[config.mk]
export PLATFORM = sky130hd
export DESIGN_NAME = mem_read_streamer
export DESIGN_NICKNAME = d
export VERILOG_FILES = /design/src/rtl/mem_read_pkg.sv /design/src/rtl/mem_read_resp_slot.sv /design/src/rtl/mem_read_streamer.sv
export SDC_FILE = /design/constraint.sdc
export NUM_CORES = 1
export LEC_CHECK = 0
export CAP_MARGIN = 20
export CORE_MARGIN = 5
export CORE_UTILIZATION = 35
export CTS_BUF_LIST = sky130_fd_sc_hd__clkbuf_4 sky130_fd_sc_hd__clkbuf_8 sky130_fd_sc_hd__clkbuf_16
export DETAILED_ROUTE_END_ITERATION = 12
export PLACE_DENSITY = 0.64
export SKIP_CTS_REPAIR_TIMING = 1
export SLEW_MARGIN = 20
export SYNTH_ARGS = -nofsm -noshare
export SYNTH_HDL_FRONTEND = slang
export SYNTH_SLANG_ARGS = --single-unit
export TNS_END_PERCENT = 30
[constraint.sdc]
create_clock -name clk -period 2.4 [get_ports clk]
set_input_delay 0.72 -clock clk [delete_from_list [all_inputs] [get_ports clk]]
set_output_delay 0.72 -clock clk [all_outputs]
set_load 0.01 [all_outputs]
[src/rtl/mem_read_pkg.sv]
// Shared types and constants for the memory read streamer and its 8 x 32 memory stage.
// Contents: state enum for the streamer FSM, default widths, and memory geometry constants.
package mem_read_pkg;

  localparam int unsigned AddrWDefault = 32;
  localparam int unsigned DataWDefault = 32;
  localparam int unsigned LenWDefault  = 4;

  // Memory stage geometry; the stage truncates io_addr to its low MEM_IDX_W bits.
  localparam int unsigned MEM_DEPTH = 8;
  localparam int unsigned MEM_IDX_W = 3;

  typedef enum logic [0:0] {
    StIdle   = 1'b0,
    StStream = 1'b1
  } state_e;

endpackage

[src/rtl/mem_read_resp_slot.sv]
// One-entry registered response slot holding {data, last} with valid/ready handshake.
// Ports:
//   clk_i, rst_i        clock and synchronous active-high reset
//   load_i              capture data_i/last_i this cycle (caller guarantees slot is free or draining)
//   data_i, last_i      beat to capture
//   ready_i             consumer accepts the held beat
//   valid_o             slot holds a beat
//   data_o, last_o      held beat, stable while valid_o && !ready_i
module mem_read_resp_slot #(
  parameter int unsigned DataW = 32
) (
  input  logic             clk_i,
  input  logic             rst_i,
  input  logic             load_i,
  input  logic [DataW-1:0] data_i,
  input  logic             last_i,
  input  logic             ready_i,
  output logic             valid_o,
  output logic [DataW-1:0] data_o,
  output logic             last_o
);

  logic             valid_q, valid_d;
  logic [DataW-1:0] data_q, data_d;
  logic             last_q, last_d;

  always_comb begin
    valid_d = valid_q;
    data_d  = data_q;
    last_d  = last_q;
    if (load_i) begin
      // A load in the same cycle as a drain keeps the slot full with the new beat.
      valid_d = 1'b1;
      data_d  = data_i;
      last_d  = last_i;
    end else if (valid_q && ready_i) begin
      valid_d = 1'b0;
    end
  end

  always_ff @(posedge clk_i) begin
    if (rst_i) begin
      valid_q <= 1'b0;
      data_q  <= '0;
      last_q  <= 1'b0;
    end else begin
      valid_q <= valid_d;
      data_q  <= data_d;
      last_q  <= last_d;
    end
  end

  assign valid_o = valid_q;
  assign data_o  = data_q;
  assign last_o  = last_q;

endmodule

[src/rtl/mem_read_streamer.sv]
// Burst read address sequencer for the asynchronous-read memory stage.
// Accepts {base, len} bursts, drives one read address per cycle and captures the combinational
// read data into a one-entry response slot with backpressure.
// Ports:
//   clk, reset                       clock, synchronous active-high reset
//   io_req_valid/ready/base/len      burst request handshake
//   io_mem_addr, io_mem_data         registered read address out, combinational read data in
//   io_resp_valid/ready/data/last    response beat handshake
//   io_busy                          streaming or response slot occupied
//   io_beat_count                    saturating response handshake count
//                                    (only when MEM_READ_STREAMER_STATS_EN is defined)
module mem_read_streamer
  import mem_read_pkg::*;
#(
  parameter int unsigned ADDR_W = AddrWDefault,
  parameter int unsigned DATA_W = DataWDefault,
  parameter int unsigned LEN_W  = LenWDefault
) (
  input  logic              clk,
  input  logic              reset,
  input  logic              io_req_valid,
  output logic              io_req_ready,
  input  logic [ADDR_W-1:0] io_req_base,
  input  logic [LEN_W-1:0]  io_req_len,
  output logic [ADDR_W-1:0] io_mem_addr,
  input  logic [DATA_W-1:0] io_mem_data,
  output logic              io_resp_valid,
  input  logic              io_resp_ready,
  output logic [DATA_W-1:0] io_resp_data,
  output logic              io_resp_last,
  output logic              io_busy
`ifdef MEM_READ_STREAMER_STATS_EN
  ,
  output logic [15:0]       io_beat_count
`endif
);

  state_e            state_q, state_d;
  logic [ADDR_W-1:0] addr_q, addr_d;
  logic [LEN_W-1:0]  rem_q, rem_d;
  logic              load;
  logic              last_beat;
  logic              req_ready;

  // Ready depends on registers only, so it never forms a path from io_req_valid.
  assign req_ready = (state_q == StIdle) && !io_resp_valid;
  assign last_beat = (rem_q == LEN_W'(1));

  always_comb begin
    state_d = state_q;
    addr_d  = addr_q;
    rem_d   = rem_q;
    load    = 1'b0;
    unique case (state_q)
      StIdle: begin
        // A zero-length request completes its handshake with no effect.
        if (io_req_valid && req_ready && (io_req_len != '0)) begin
          addr_d  = io_req_base;
          rem_d   = io_req_len;
          state_d = StStream;
        end
      end
      StStream: begin
        if (!io_resp_valid || io_resp_ready) begin
          load   = 1'b1;
          addr_d = addr_q + ADDR_W'(1);
          rem_d  = rem_q - LEN_W'(1);
          if (last_beat) begin
            state_d = StIdle;
          end
        end
      end
      default: state_d = StIdle;
    endcase
  end

  always_ff @(posedge clk) begin
    if (reset) begin
      state_q <= StIdle;
      addr_q  <= '0;
      rem_q   <= '0;
    end else begin
      state_q <= state_d;
      addr_q  <= addr_d;
      rem_q   <= rem_d;
    end
  end

  mem_read_resp_slot #(
    .DataW (DATA_W)
  ) u_resp_slot (
    .clk_i   (clk),
    .rst_i   (reset),
    .load_i  (load),
    .data_i  (io_mem_data),
    .last_i  (last_beat),
    .ready_i (io_resp_ready),
    .valid_o (io_resp_valid),
    .data_o  (io_resp_data),
    .last_o  (io_resp_last)
  );

  assign io_req_ready = req_ready;
  assign io_mem_addr  = addr_q;
  assign io_busy      = (state_q == StStream) || io_resp_valid;

`ifdef MEM_READ_STREAMER_STATS_EN
  logic [15:0] beat_cnt_q, beat_cnt_d;

  always_comb begin
    beat_cnt_d = beat_cnt_q;
    if (io_resp_valid && io_resp_ready && (beat_cnt_q != 16'hFFFF)) begin
      beat_cnt_d = beat_cnt_q + 16'd1;
    end
  end

  always_ff @(posedge clk) begin
    if (reset) begin
      beat_cnt_q <= '0;
    end else begin
      beat_cnt_q <= beat_cnt_d;
    end
  end

  assign io_beat_count = beat_cnt_q;
`endif

endmodule

==> impl_metrics.yaml <==
grt:
  grt_max_degree: 40
  overflow: 0
  grt_pass1_wl_um: 19700
  antenna_found_initial: 0
  grt_usage: 0.205
  grt_pass1_vias: 3998
timing:
  setup_tns_ns: 0
  fmax_mhz: 440
  rsz0062_at_grt: "no"
  setup_viol: 0
  whs_ns: 0.455
  fin_crit_ns: 2.27
  finalMaxSlewViolations: 0
  worst_pin_slew_ns: 0.491
  timing.final.crit_share: 0.947
  skew_ns: 0.00831
  hold_violations: 0
  max_slew_margin: 0.670
yosys:
  synth_edf_count: 0
  ys_seq_area_frac: 0.405
  synthCells: 470
  syn_area_per_cell_um2: 7.48
  synth.most_common_cell: "nand2_1"
  ys_types: 47
  netlist.area_leader.share: 0.405
  syn-num-nets: 545
  synth_area_mm2: 0.00351
  ys.flop_type: "dfxtp_1"
  synth_seq_cells: 71
  synth.area.top_cells: "dfxtp_1 (40%), nand2_1 (9.9%), a21oi_1 (8.7%)"
  yosysWarnings: 0
  synth_area_leader_cell: "dfxtp_1"
  synth_common_cells: "nand2_1 (93), dfxtp_1 (71), a21oi_1 (61)"
  synthArstFlopShare: 0
drt:
  via_per_inst: 5.33
  first_pass_iters: 4
  drt_iter0_markers: 219
  vias: 4044
  routed_wl_um: 12300
  wl_per_cell_um: 16.2
  drc: 0
  ant_nets: 0
cts:
  clk_pin_slew_ns: 0.07
  cts-root-buf: "clkbuf_8"
  clk_latency_ns: 0.35
  cts_sinks: 71
  clockBufferDepth: 2
  cts_tree: "done"
  numCtsBuffers: 9
  htreeDepth: 3
worst_setup_path:
  reg2regPathDepth: 5
  critPathMaxStageDelay_ns: 0.51
  path_cells: "nor2_2 -> inv_1 -> clkdlybuf4s50_1"
  crit_type: "reg2out"
  regToRegEndpoint: "io_mem_addr[29]$_SDFFE_PP0P_"
  cp.arrival_ns: 1.55
  regToRegStartpoint: "io_mem_addr[8]$_SDFFE_PP0P_"
  rrSetupSlack_ns: 0.18
  critPathRequiredTime_ns: 1.68
  crit_path_end_kind: "output port"
  crit_fanout: 5
  worst_setup_path_start_kind: "flop"
  critical-path-slowest-cell: "clkdlybuf4s50_1"
run_status:
  status: "completed"
hold_path:
  hp-class: "reg2reg"
  min_to: "u_resp_slot.data_o[18]$_SDFFE_PP0P_"
  worstHoldStart: "u_resp_slot.data_o[18]$_SDFFE_PP0P_"
  whs_path_depth: 2
placed_design:
  dpl_cell_area_mm2: 0.00522
  place_congestion: 0.882
  portBuffers: 139
  dpl.hpwl_um: 8930
floorplanning:
  die_h_um: 110
  start_util: 0.359
  num_rows: 36
  io_pins: 140
  core_mm2: 0.00977
  dieArea_mm2: 0.0121
  dieWidth_um: 110
power_and_ir_drop:
  powerDensity_mw_per_mm2: 629
  vdd_drop_max_v: 0.000265
  leakage_uw: 0.00197
finish:
  layout-drive-gt1-share: 0.101
  syn_to_final_growth_pct: 54.3
  final_nets: 697
  num_antenna_cells: 0
  design_area_mm2: 0.00542
run:
  max_cap_violations: 0
per-layer routing:
layer / vias to the layer above / share of wire / global-route usage
met5: - / 0 / 0
met4: 0 / 0.020 / 0.0712
met3: 19 / 0.091 / 0.0687
met2: 152 / 0.46 / 0.327
met1: 1880 / 0.43 / 0.259
li1: 1993 / - / -
worst max-delay path, delay by kind of cell (launching register included):
kind                   cells  cell delay (ns)
AND/OR/NAND/NOR            1             0.22
flip-flops                 1             0.35
buffers and inverters      2             0.64
flip-flops by register name, indices dropped and copies added (netlist names):
name	count
io_mem_addr	32
state_q	1
u_resp_slot.last_o	1
u_resp_slot.valid_o	1
rem_q	4
u_resp_slot.data_o	32
placed cells by master (no fill, tap or decap), types with 3 or more instances in the layout:
cell type        count
a31oi_1              4
nor3_1              11
and3_1               8
nor2_1              37
dfxtp_1             71
nor2b_1              5
buf_4               38
mux2i_1              7
a21oi_1             61
nand4_1             13
a22oi_1              5
ha_1                 3
clkdlybuf4s50_1    138
o31ai_1              5
nand2_1             93
o22ai_1              8
nor4_1               4
a211oi_1             6
or3_1                3
and4_1               3
clkbuf_8            10
inv_1                8
o32ai_1              3
nand3_1             15
a22o_1               3
o21ai_0             23
o2bb2ai_1            6
through the flow:
| stage | util | setup WS (ns) | total power [µW] | instances |
|---|---|---|---|---|
| finish | 0.555 | 0.127 | 3410 | 759 |
| CTS | 0.554 | 0.0172 | 3430 | 759 |
| floorplan | - | 0.0711 | 1890 | 470 |
| global placement | 0.534 | -0.0925 | 2430 | 744 |
| global route | 0.555 | 0.0714 | 3620 | 759 |
| detailed placement | 0.534 | -0.162 | 2450 | 744 |
where the power goes:
part           leakage, µW  internal, µW  switching, µW
logic              0.00130           524            503
registers         0.000583          1300            104
clock network    0.0000944           503            478
total              0.00197          2320           1080
worst max path at each step:
stage	startpoint	end	depth (start not counted)
after global routing	u_resp_slot.valid_o$_SDFFE_PP0P_	io_busy	3
after detailed placement	io_req_len[1]	io_mem_addr[11]$_SDFFE_PP0P_	7
after CTS	u_resp_slot.valid_o$_SDFFE_PP0P_	io_busy	3
after floorplan	io_mem_addr[6]$_SDFFE_PP0P_	io_mem_addr[29]$_SDFFE_PP0P_	7
final	u_resp_slot.valid_o$_SDFFE_PP0P_	io_busy	3
after global placement	io_req_len[2]	io_mem_addr[7]$_SDFFE_PP0P_	6
cells by family (layout without fill, tap and decap cells):
family,count (synthesis),after routing,synth area share
flip-flops,71,71,0.405
AO/OA/AOI/OAI,142,142,0.252
AND/OR/NAND/NOR,202,202,0.264
adder cells (fa/ha/maj),3,3,0.0107
multiplexers,7,7,0.0199
buffers and inverters,45,201,0.0488
area by class of cell:
cell class                 instances  area [µm²]
tap                              133         166
sequential                        71        1420
clock buffer                      10         138
clock inverter                     5        58.8
timing repair buffer             177        1670
multi-input combinational        354        1930
fill                             951        4350
inverter                           9        33.8
Note: power is estimated with default switching activity, not from simulation.
